### config.mk
export PLATFORM = sky130hd
export DESIGN_NAME = sudoku_group_controller
export DESIGN_NICKNAME = d
export VERILOG_FILES = /design/src/rtl/sudoku_group_controller.sv
export SDC_FILE = /design/constraint.sdc
export NUM_CORES = 1
export LEC_CHECK = 0
export ABC_AREA = 1
export ABC_CLOCK_PERIOD_IN_PS = 2300
export CORE_MARGIN = 1.5
export CORE_UTILIZATION = 48
export DETAILED_ROUTE_END_ITERATION = 12
export HOLD_SLACK_MARGIN = 0.02
export PLACE_DENSITY = 0.83
export SLEW_MARGIN = 20
export SYNTH_ARGS = -nofsm -noshare
export SYNTH_HDL_FRONTEND = slang
export SYNTH_SLANG_ARGS = --single-unit
### constraint.sdc
create_clock -name clk -period 2.3 [get_ports clk]
set_clock_uncertainty 0.15 [all_clocks]
set_input_delay 0.575 -clock clk [delete_from_list [all_inputs] [get_ports clk]]
set_output_delay 0.575 -clock clk [all_outputs]
set_load 0.01 [all_outputs]
### src/rtl/sudoku_group_controller.sv
// rtl/sudoku_group_controller.sv - one elimination pass over a 9-cell sudoku group
// Reads each cell's value over the shared bus, broadcasts the unused-digit mask, then promotes singletons.
module sudoku_group_controller (
    input  logic       clk,
    input  logic       reset,
    input  logic       start,
    input  logic [9:1] bus_in,
    input  logic [8:0] cell_solved,
    input  logic [8:0] cell_singleton,
    output logic [9:1] bus_out,
    output logic       bus_drive,
    output logic [1:0] cell_address,
    output logic [8:0] cell_oe,
    output logic       cell_we,
    output logic       latch_valid,
    output logic       latch_singleton,
    output logic       busy,
    output logic       done,
    output logic       conflict,
    output logic       changed
);
    typedef enum logic [2:0] {IDLE, READ, ELIM, SINGLE, DONE} state_t;

    state_t     state_q, state_d;
    logic [3:0] index_q, index_d;
    logic [9:1] mask_q, mask_d;
    logic [9:1] bus_out_q, bus_out_d;
    logic [8:0] cell_oe_q, cell_oe_d;
    logic       bus_drive_q, bus_drive_d;
    logic       latch_valid_q, latch_valid_d;
    logic       latch_singleton_q, latch_singleton_d;
    logic       busy_q, busy_d;
    logic       done_q, done_d;
    logic       conflict_q, conflict_d;
    logic       changed_q, changed_d;

    // Only the value register is ever read, and this block never writes cells.
    assign cell_address    = 2'd0;
    assign cell_we         = 1'b0;
    assign bus_out         = bus_out_q;
    assign bus_drive       = bus_drive_q;
    assign cell_oe         = cell_oe_q;
    assign latch_valid     = latch_valid_q;
    assign latch_singleton = latch_singleton_q;
    assign busy            = busy_q;
    assign done            = done_q;
    assign conflict        = conflict_q;
    assign changed         = changed_q;

    // Strobes are computed for the next state so they are registered yet aligned with it.
    always_comb begin
        state_d           = state_q;
        index_d           = index_q;
        mask_d            = mask_q;
        conflict_d        = conflict_q;
        changed_d         = changed_q;
        bus_out_d         = 9'h000;
        cell_oe_d         = 9'h000;
        bus_drive_d       = 1'b0;
        latch_valid_d     = 1'b0;
        latch_singleton_d = 1'b0;
        done_d            = 1'b0;
        case (state_q)
            IDLE: begin
                if (start) begin
                    state_d    = READ;
                    index_d    = 4'd0;
                    mask_d     = 9'h000;
                    conflict_d = 1'b0;
                    changed_d  = 1'b0;
                    cell_oe_d  = 9'h001;
                end
            end
            READ: begin
                mask_d = mask_q | bus_in;
                if ((bus_in & mask_q) != 9'h000) begin
                    conflict_d = 1'b1;
                end
                if (index_q == 4'd8) begin
                    state_d       = ELIM;
                    bus_drive_d   = 1'b1;
                    latch_valid_d = 1'b1;
                    bus_out_d     = ~(mask_q | bus_in);
                end else begin
                    index_d   = index_q + 4'd1;
                    cell_oe_d = 9'h001 << (index_q + 4'd1);
                end
            end
            ELIM: begin
                state_d           = SINGLE;
                latch_singleton_d = 1'b1;
            end
            SINGLE: begin
                state_d   = DONE;
                changed_d = |(cell_singleton & ~cell_solved);
                done_d    = 1'b1;
            end
            DONE: begin
                state_d = IDLE;
            end
            default: begin
                state_d = IDLE;
            end
        endcase
        busy_d = (state_d != IDLE);
    end

    always_ff @(posedge clk) begin
        if (!reset) begin
            state_q           <= IDLE;
            index_q           <= 4'd0;
            mask_q            <= 9'h000;
            bus_out_q         <= 9'h000;
            cell_oe_q         <= 9'h000;
            bus_drive_q       <= 1'b0;
            latch_valid_q     <= 1'b0;
            latch_singleton_q <= 1'b0;
            busy_q            <= 1'b0;
            done_q            <= 1'b0;
            conflict_q        <= 1'b0;
            changed_q         <= 1'b0;
        end else begin
            state_q           <= state_d;
            index_q           <= index_d;
            mask_q            <= mask_d;
            bus_out_q         <= bus_out_d;
            cell_oe_q         <= cell_oe_d;
            bus_drive_q       <= bus_drive_d;
            latch_valid_q     <= latch_valid_d;
            latch_singleton_q <= latch_singleton_d;
            busy_q            <= busy_d;
            done_q            <= done_d;
            conflict_q        <= conflict_d;
            changed_q         <= changed_d;
        end
    end
endmodule

# Word-level counts from Yosys, hierarchy flattened

Index checks and enable logic that the tools add are counted.
W data, S select, Z words.

Bitwise logic cells: 5
Eq/ne operators: 7
Muxes and demuxes: 18
Add/subtract/negate cells: 1
Shifts and indexed selects: 1
Reductions and logical operators: 12

Operators by type and width:

| operator              | number |
|---|---|
| $pmux W9 S2           | 2 |
| $and A9 B9 Y9         | 2 |
| $mux W9               | 2 |
| $not A9 Y9            | 2 |
| $pmux W3 S4           | 1 |
| $or A9 B9 Y9          | 1 |
| $reduce_and A3 Y1     | 3 |
| $reduce_bool A9 Y1    | 1 |
| $reduce_or A9 Y1      | 1 |
| $shl A1 B4 Y9 const A | 1 |
| $mux W4               | 2 |
| $pmux W4 S2           | 1 |
| $eq A3 B2 Y1 const B  | 2 |
| $mux W1               | 6 |
| $mux W3               | 2 |
| $ne A2 B2 Y1 const B  | 3 |
| $reduce_and A2 Y1     | 3 |
| $add A4 B1 Y4 const B | 1 |
| $eq A4 B4 Y1 const B  | 1 |
| $pmux W1 S2           | 2 |
| $reduce_bool A2 Y1    | 2 |
| $eq A3 B1 Y1 const B  | 1 |
| $logic_not A3 Y1      | 1 |
| $reduce_bool A3 Y1    | 1 |

Bits of input ports: 30
Logic and storage cells: 55
Register bits after elaboration: 40

# Logic depth before layout (Yosys ltp)

Depth after elaboration: 4
Depth in mapped cells: 8
Mapped depth without buffers: 8

# Worst setup path after synthesis

Ideal clock, no wire load.

Path type: flip-flop to flip-flop
From: register index_q[0]
To: register state_q[1]
Path buffers: 0
Clock period less this slack: 1486 ps
Cell stages (with the launch flop): 8
Required time: 2030 ps
Path slack: 814 ps
Arrival: 1216 ps
Cell sequence: dfxtp_1 > inv_1 > ha_1 > nand3_2 > nor2_2 > nand2_4 > inv_2 > or2_1

Longest elaborated chain between the ends: 3

Ends and longest elaborated chain:

| element                | RTL line | RTL |
|---|---|---|
| from (decl)            | 25       | `logic [3:0] index_q, index_d;` |
| from (signal assigned) | 124      | `index_q <= index_d;` |
| $eq A4 B4 Y1           | 79       | `if (index_q == 4'd8) begin` |
| $mux W3                | 79       |  |
| $pmux W3 S4            | 63       | `case (state_q)` |
| to (signal assigned)   | 123      | `state_q <= state_d;` |
| to (decl)              | 24       | `state_t state_q, state_d;` |

Every way passes these cells.
A chain may end at the register's enable or synchronous reset.

# Final worst setup path

From: register conflict_q (netlist: conflict)
To: output port conflict

RTL lines:

| element                | RTL line | RTL |
|---|---|---|
| from (decl)            | 34       | `logic conflict_q, conflict_d;` |
| from (signal assigned) | 133      | `conflict_q <= conflict_d;` |
| to (decl)              | 19       | `output logic conflict,` |

No word-level cell between the ends.

==> qor.yml <==
run_status:
  status: "completed"
global_route:
  grt_overflow: 0
  grt_pass1_wl_mm: 6.02
  grt_use_met1_pct: 22.9
  gr-usage-met2_pct: 31.4
  grt-busiest-layer: "met2"
  gr-usage-all-layers_pct: 19.1
  grt_start_max_net_pins: 17
  antenna_found_initial: 0
  grt_use_met3_pct: 6.61
  grt_pass1_vias: 1415
synthesis:
  synthCells: 209
  yosys_register_bits: 40
  synthDistinctLibCells: 30
  yosysSeqAreaShare_pct: 45.8
  syn_area_um2: 1750
  yosysWarnings: 0
  syn_area_per_cell_um2: 8.36
timing:
  fmax_mhz: 501
  grt_setup_unrepaired: "false"
  setup_tns_ns: 0
  setup_violations: 0
  period_minus_slack_ns: 2.00
  slew_violations: 0
  hold_viol_final: 0
  post-route-period-util_pct: 86.8
cts:
  clockRootBuffer: "clkbuf_4"
  cts_max_level: 2
  clock_latency_ns: 0.35
  post_cts_resized: 0
  cts-hold-fix-buffers: 0
  path_clk_slew_ns: 0.12
  post-cts-setup-buffers: 0
  cts_sinks: 40
  cts.path.max_buffers: 2
  cts_tree: "built"
  numCtsBuffers: 5
floorplanning:
  start_util_pct: 51.2
  num_io_pins: 58
  die_h_um: 63.3
  core_region_area_um2: 3420
  die_area_um2: 4010
  fp-row-count: 21
  die_w_um: 63.3
cells_and_area:
  area_growth_pct: 36.0
  final_core_util_pct: 69.6
  antenna-diode-count: 0
  layout.nets: 303
  stdcell_count: 314
  fill_cells: 278
  drive_gt1_share_pct: 15.3
  fin_area_um2: 2380
  multi_input_area_um2: 793
  seqCellArea_um2: 801
critical_path:
  cp_num_buf_inv: 1
  worst_ep_arrival_time_ns: 1.27
  slowest_stage: "clkdlybuf4s50_1"
  cp.required_ns: 1.57
  path_depth: 1
  worst-r2r-cell-count: 7
  r2r_start: "index_q[0]$_SDFFE_PN0P_"
  worstSetupStartpoint: "conflict$_SDFFE_PN0P_"
  critPathCaptureType: "output port"
  critPathMaxStageDelay_ns: 0.55
  path_cells: "clkdlybuf4s50_1"
  worstSetupPathType: "flip-flop to output port"
  path_delay_family: "buffers and inverters"
  startpoint_type: "flip-flop"
  crit_fanout: 2
drt:
  via_per_inst: 4.73
  wl_mm: 3.32
  drc_errors: 0
  ant_nets: 0
  first_iter_violations: 55
  dr_total_vias: 1485
  avgRoutedWirePerCell_um: 10.6
  firstDrtPassIters: 4
place:
  placed_area_um2: 2310
  placed_cells: 306
  dp_hpwl_mm: 2.49
  gp_congestion: 0.792
  portBuffers: 54
pwr:
  power_density_nw_per_um2: 607
  power.total_mw: 1.44
  p_leak_nw: 0.988
  max-vdd-ir-drop_uv: 405
hold_path:
  hold-path-cell-count: 2
  min_path_type: "flip-flop to flip-flop"
  hold_path.startpoint: "conflict$_SDFFE_PN0P_"
flow_run:
  timing.max_cap.violations: 0
==> report_power, final <==
| group | leakage, nW | internal (mW) | switching, mW |
|---|---|---|---|
| clock network | 0.0305 | 0.148 | 0.239 |
| registers | 0.325 | 0.728 | 0.0389 |
| logic | 0.633 | 0.133 | 0.155 |
==> worst paths after layout <==
check        slack, ns                    end
max               0.30               conflict
min               0.35  conflict$_SDFFE_PN0P_
max reg2reg       0.57  state_q[1]$_SDFF_PN0_
min reg2reg       0.35  conflict$_SDFFE_PN0P_
==> cell type report <==
cell class / instances / share of cell area [%]
Clock inverter: 2 / 0.632
Multi-Input combinational cell: 137 / 33.4
Clock buffer: 6 / 2.16
Sequential cell: 40 / 33.7
Inverter: 27 / 4.37
Timing Repair Buffer: 56 / 23.4
Tap cell: 46 / 2.42
==> flip-flops by register name, indices dropped and copies added, names as in the netlist <==
signal	count
latch_valid	1
conflict	1
changed	1
bus_out	9
state_q	3
mask_q	9
cell_oe	9
index_q	4
done	1
busy	1
latch_singleton	1
==> cell families (layout without fill, tap and decap cells) <==
logic type / Yosys count / count (layout) / synth area share (%)
buffers and inverters: 34 / 91 / 9.23
other: 1 / 3 / 0.215
AOI/OAI and AO/OA: 32 / 32 / 13.6
and+or+nand+nor: 96 / 96 / 26.8
adders and majority gates: 6 / 6 / 4.29
DFF: 40 / 40 / 45.8
==> metrics by stage <==
stage          hold WS [ns]  setup WS, ns
5_1_grt               0.368         0.256
4_1_cts               0.346         0.305
3_3_place_gp          0.324         0.350
2_1_floorplan         0.316         0.814
3_5_place_dp          0.324         0.322
6_report              0.347         0.304
==> worst min-delay path: cells and delay by family, from the launching register on <==
kind             cells  cell delay [ns]
AO/OA/AOI/OAI        1             0.06
flip-flops           1             0.34
AND/OR/NAND/NOR      1             0.07
==> layout by cell type, fill, tap and decap left out, types with 2 or more instances in the layout <==
cell and instances:
nor3_1 14, o21ai_1 5, a22oi_1 3, a21oi_1 3
clkdlybuf4s50_1 54, clkinvlp_4 2, nor2_1 23, ha_1 6
nor2_4 2, nand3_1 9, nand3_2 2, inv_2 2
nand2_4 4, clkbuf_4 5, nand2_1 36, o21ai_2 9
buf_4 2, inv_1 24, conb_1 3, dfxtp_1 40
a21oi_2 9
==> cell usage after synthesis <==
cell type	n	area share, %
buf_4	5	2.1
nand2_4	4	2.6
or2_1	1	0.36
buf_2	1	0.29
inv_1	24	5.2
conb_1	1	0.21
a31oi_1	1	0.36
o21ai_1	5	1.4
nand3_2	2	1.1
ha_1	6	4.3
inv_4	1	0.36
nor4_1	1	0.36
nor3b_2	1	0.72
nand4_1	1	0.36
buf_8	1	0.86
nor3_1	14	4.0
nand2_1	36	7.7
nand3_1	9	2.6
o21ai_0	1	0.29
nor2_2	1	0.36
nor2_1	23	4.9
a21oi_1	3	0.86
dfxtp_1	40	46
nor2_4	2	1.3
nand3b_1	1	0.43
a21oi_2	9	4.5
o22ai_1	1	0.36
inv_2	2	0.43
a22oi_1	3	1.3
o21ai_2	9	4.5
==> metal layers <==
metal | vias up | routed length [µm]
met5 | - | 0
met4 | 0 | 48
met3 | 6 | 225
met2 | 51 | 1570
met1 | 643 | 1480
li1 | 785 | -
(Power assumes the default switching activity.)
==> RTL change 1 (config.mk and constraints unchanged) <==
The output `latch_valid` loses its register stage (`latch_valid_q` becomes a continuous assignment).
--- a/src/rtl/sudoku_group_controller.sv
+++ b/src/rtl/sudoku_group_controller.sv
@@ -113,7 +113,6 @@
             bus_out_q         <= 9'h000;
             cell_oe_q         <= 9'h000;
             bus_drive_q       <= 1'b0;
-            latch_valid_q     <= 1'b0;
             latch_singleton_q <= 1'b0;
             busy_q            <= 1'b0;
             done_q            <= 1'b0;
@@ -126,7 +125,6 @@
             bus_out_q         <= bus_out_d;
             cell_oe_q         <= cell_oe_d;
             bus_drive_q       <= bus_drive_d;
-            latch_valid_q     <= latch_valid_d;
             latch_singleton_q <= latch_singleton_d;
             busy_q            <= busy_d;
             done_q            <= done_d;
@@ -134,5 +132,7 @@
             changed_q         <= changed_d;
         end
     end
+
+    assign latch_valid_q = latch_valid_d;
 endmodule
 
Function: changed (Yosys sat finds a counterexample within 10 cycles, from zero or initial values and one cycle with reset low).
==> RTL change 1 against the unedited design <==
- cell count increased by 0.64%
- largest cell class unchanged
- register-to-register slack better by 90 ps
- critical path type unchanged
- worst setup slack worse by 160 ps
- sequential cell count did not move
- first-iteration DRC count increased by 51%
- total power fell by 16%
- highest routed layer unchanged
- synthesized area shrank 3.7%
- final area shrank 2.5%
- wire length up 0.27%
==> RTL change 1: results (changes against the unedited design) <==
- Status: finished clean
- DP Wirelength: 2.55 mm (+2.3%)
- Sequential element share of the synthesized area: 47.5% (+1.7 points)
- Final WS setup: 149 ps (-155 ps)
- Max VDD drop: 0.000284 V (-30%)
- Met1 Track Usage GR: 22.1% (-0.79 points)
- Post-synthesis compound-gate area fraction: 8.69% (-4.9 points)
- Initial DRC Count: 83 (+51%)
- Vias in the first global route: 1394 (-1.5%)
- Top delay family on crit path: flip-flops
- Critical Path Fanout Max: 3 (+1)
- Critical path's slowest cell: dfxtp_1
- Synth unique cells: 23 (-23%)
- Pre-CTS setup slack: 136 ps (-186 ps)
- Synth Area in XOR/XNOR: 1.56% (+1.6 points)
- Critical path arrival: 1430 ps (+160 ps)
- Fraction of standard cell area in multi-input logic: 32.2% (-1.2 points)
- Bufs w/o clock: 59 (+5.4%)
- First-pass GRT wire length: 5.86 mm (-2.7%)
- M2 GR Usage: 32.5% (+1.0 points)
- R2r setup slk: 660 ps (+90 ps)
- Leakage: 0.000994 uW (+0.64%)
- Multi-input gates: 139 (+1.5%)
- Routed WL per cell: 10.5 microns (-0.36%)
- Layout Cells excl Fill: 316 (+0.64%)
- Post_cts resized: 1 (+1)
- Net Sw Power: 305 uW (-30%)
- Global-route usage over all layers: 18.9% (-0.20 points)
- Placed insts: 309 (+0.98%)
- Final-layout clock-cell area share: 2.00% (-0.79 points)
-- RTL change 1: changes by cell type after synthesis, sizes merged, moves of 2 or more --
cell / delta
clkbuf: +2
a22oi: -3
a21oi: +4
nand2: +11
nand3: -4
xor2: +2
nor3: -3
inv: -2
o21ai: -3
-- RTL change 1: worst min-delay path by stage --
| stage | end | from | slack [ps] | cells after the start |
|---|---|---|---|---|
| after floorplan | bus_out[9] | mask_q[9] | 290 | 1 |
| after global placement | bus_out[9] | mask_q[9] | 310 | 1 |
| after detailed placement | conflict | conflict | 310 | 2 |
| after CTS | conflict | conflict | 320 | 2 |
| after global routing | bus_out[7] | mask_q[7] | 350 | 1 |
| final | conflict | conflict | 330 | 2 |
-- RTL change 1: metrics by stage --
stage               util [%]  total power (uW)  hold WS [ps]  instance area (sq um)
global placement        67.7               894           307                   2280
floorplan                  -               815           287                   1690
global route            68.9              1270           353                   2320
finish                  68.9              1210           326                   2320
CTS                     69.0              1220           325                   2320
detailed placement      67.7               899           309                   2280
==> RTL change 2 (config.mk and constraints unchanged) <==
Without the edit above. The 5 states of `state_t` get a one-hot encoding in 5 bits.
--- a/src/rtl/sudoku_group_controller.sv
+++ b/src/rtl/sudoku_group_controller.sv
@@ -19,7 +19,7 @@
     output logic       conflict,
     output logic       changed
 );
-    typedef enum logic [2:0] {IDLE, READ, ELIM, SINGLE, DONE} state_t;
+    typedef enum logic [4:0] {IDLE = 5'b00001, READ = 5'b00010, ELIM = 5'b00100, SINGLE = 5'b01000, DONE = 5'b10000} state_t;
 
     state_t     state_q, state_d;
     logic [3:0] index_q, index_d;
Check against the original RTL: same outputs for any inputs over 10 cycles, from zero or initial values and one cycle with reset low; not proved beyond that.
==> RTL change 2 against the unedited design <==
- synthesized area increased by 3.0%
- final area grew 3.7%
- sequential power shrank 1%
- die area up 2.9%
- global-route usage shrank 1.5 points
- wire length is 4.1% lower
- worst setup slack better by 96 ps
- largest power group unchanged
- total power is 3.8% higher
- combinational power fell by 36%
- critical path type unchanged
- sequential cell count rose by 2
==> RTL change 2: results (changes against the unedited design) <==
- Dpl cell area: 0.00236 sq mm (+2.1%)
- Commonest cells in the netlist: nand2_1 (47), dfxtp_1 (42), inv_1 (35)
- CLK BUF: 7 (+1)
- Initial DRC Count: 90 (+64%)
- Util after Layout: 67.9% (-1.7 points)
- Clock sinks: 42 (+5.0%)
- Largest cells by area after synthesis: dfxtp_1 (47%), nand2_1 (9.8%), inv_1 (7.3%)
- Avg Inst Size Synth: 7.97 sq um (-4.7%)
- Synth Area in XOR/XNOR: 1.46% (+1.5 points)
- GP Congestion: 0.858 (+8.3%)
- Leakage: 0.00105 uW (+6.1%)
- Root Buffer: clkbuf_8
- Synth unique cells: 25 (-17%)
- Placed insts: 324 (+5.9%)
- Sequential share of cell area: 34.1% (+0.41 points)
- Clock-pin slew on the worst setup and hold paths: 70 ps (-50 ps)
- Layout cells sized above 1: 10.6% (-4.7 points)
- Pre-CTS setup slack: 392 ps (+70.4 ps)
- Multi-input gates: 141 (+2.9%)
- Critical path arrival: 1170 ps (-100 ps)
- Adder-cell share of the synthesized area: 4.17% (-0.13 points)
- Vias in the first global route: 1389 (-1.8%)
- R2r setup slk: 610 ps (+40 ps)
- DIE WIDTH: 64.2 microns (+1.4%)
- Global-route usage over all layers: 17.6% (-1.5 points)
- Hold WS: 308 ps (-38.7 ps)
- Status: finished clean
-- RTL change 2: cell count changes after synthesis, sizes merged, moves of 5 or more --
cell   before  now
nand3      11   21
inv        27   38
nor2       26   31
nand2      40   50
o21ai      15    2
-- RTL change 2: worst paths after layout --
check                           cells past startpoint  startpoint         end
worst max register to register                      8  index_q[0]  index_q[0]
worst min register to register                      2    conflict    conflict
worst min-delay path                                2    conflict    conflict
worst max-delay path                                1     changed     changed
-- RTL change 2: power by group through the flow --
stage / Clock, uW / Sequential, uW / Combinational [uW]
after floorplan: 0 / 775 / 97.0
after detailed placement: 0 / 774 / 183
final: 556 / 757 / 184
after global placement: 0 / 774 / 180
after CTS: 568 / 757 / 185
after global routing: 604 / 760 / 203
-- RTL change 2: routing by layer --
metal	track usage, %	wire, microns	vias to the layer above
li1	-	-	796
met1	20.6	1390	679
met2	29.8	1550	56
met3	5.81	223	3
met4	6.65	30	0
met5	0	0	-
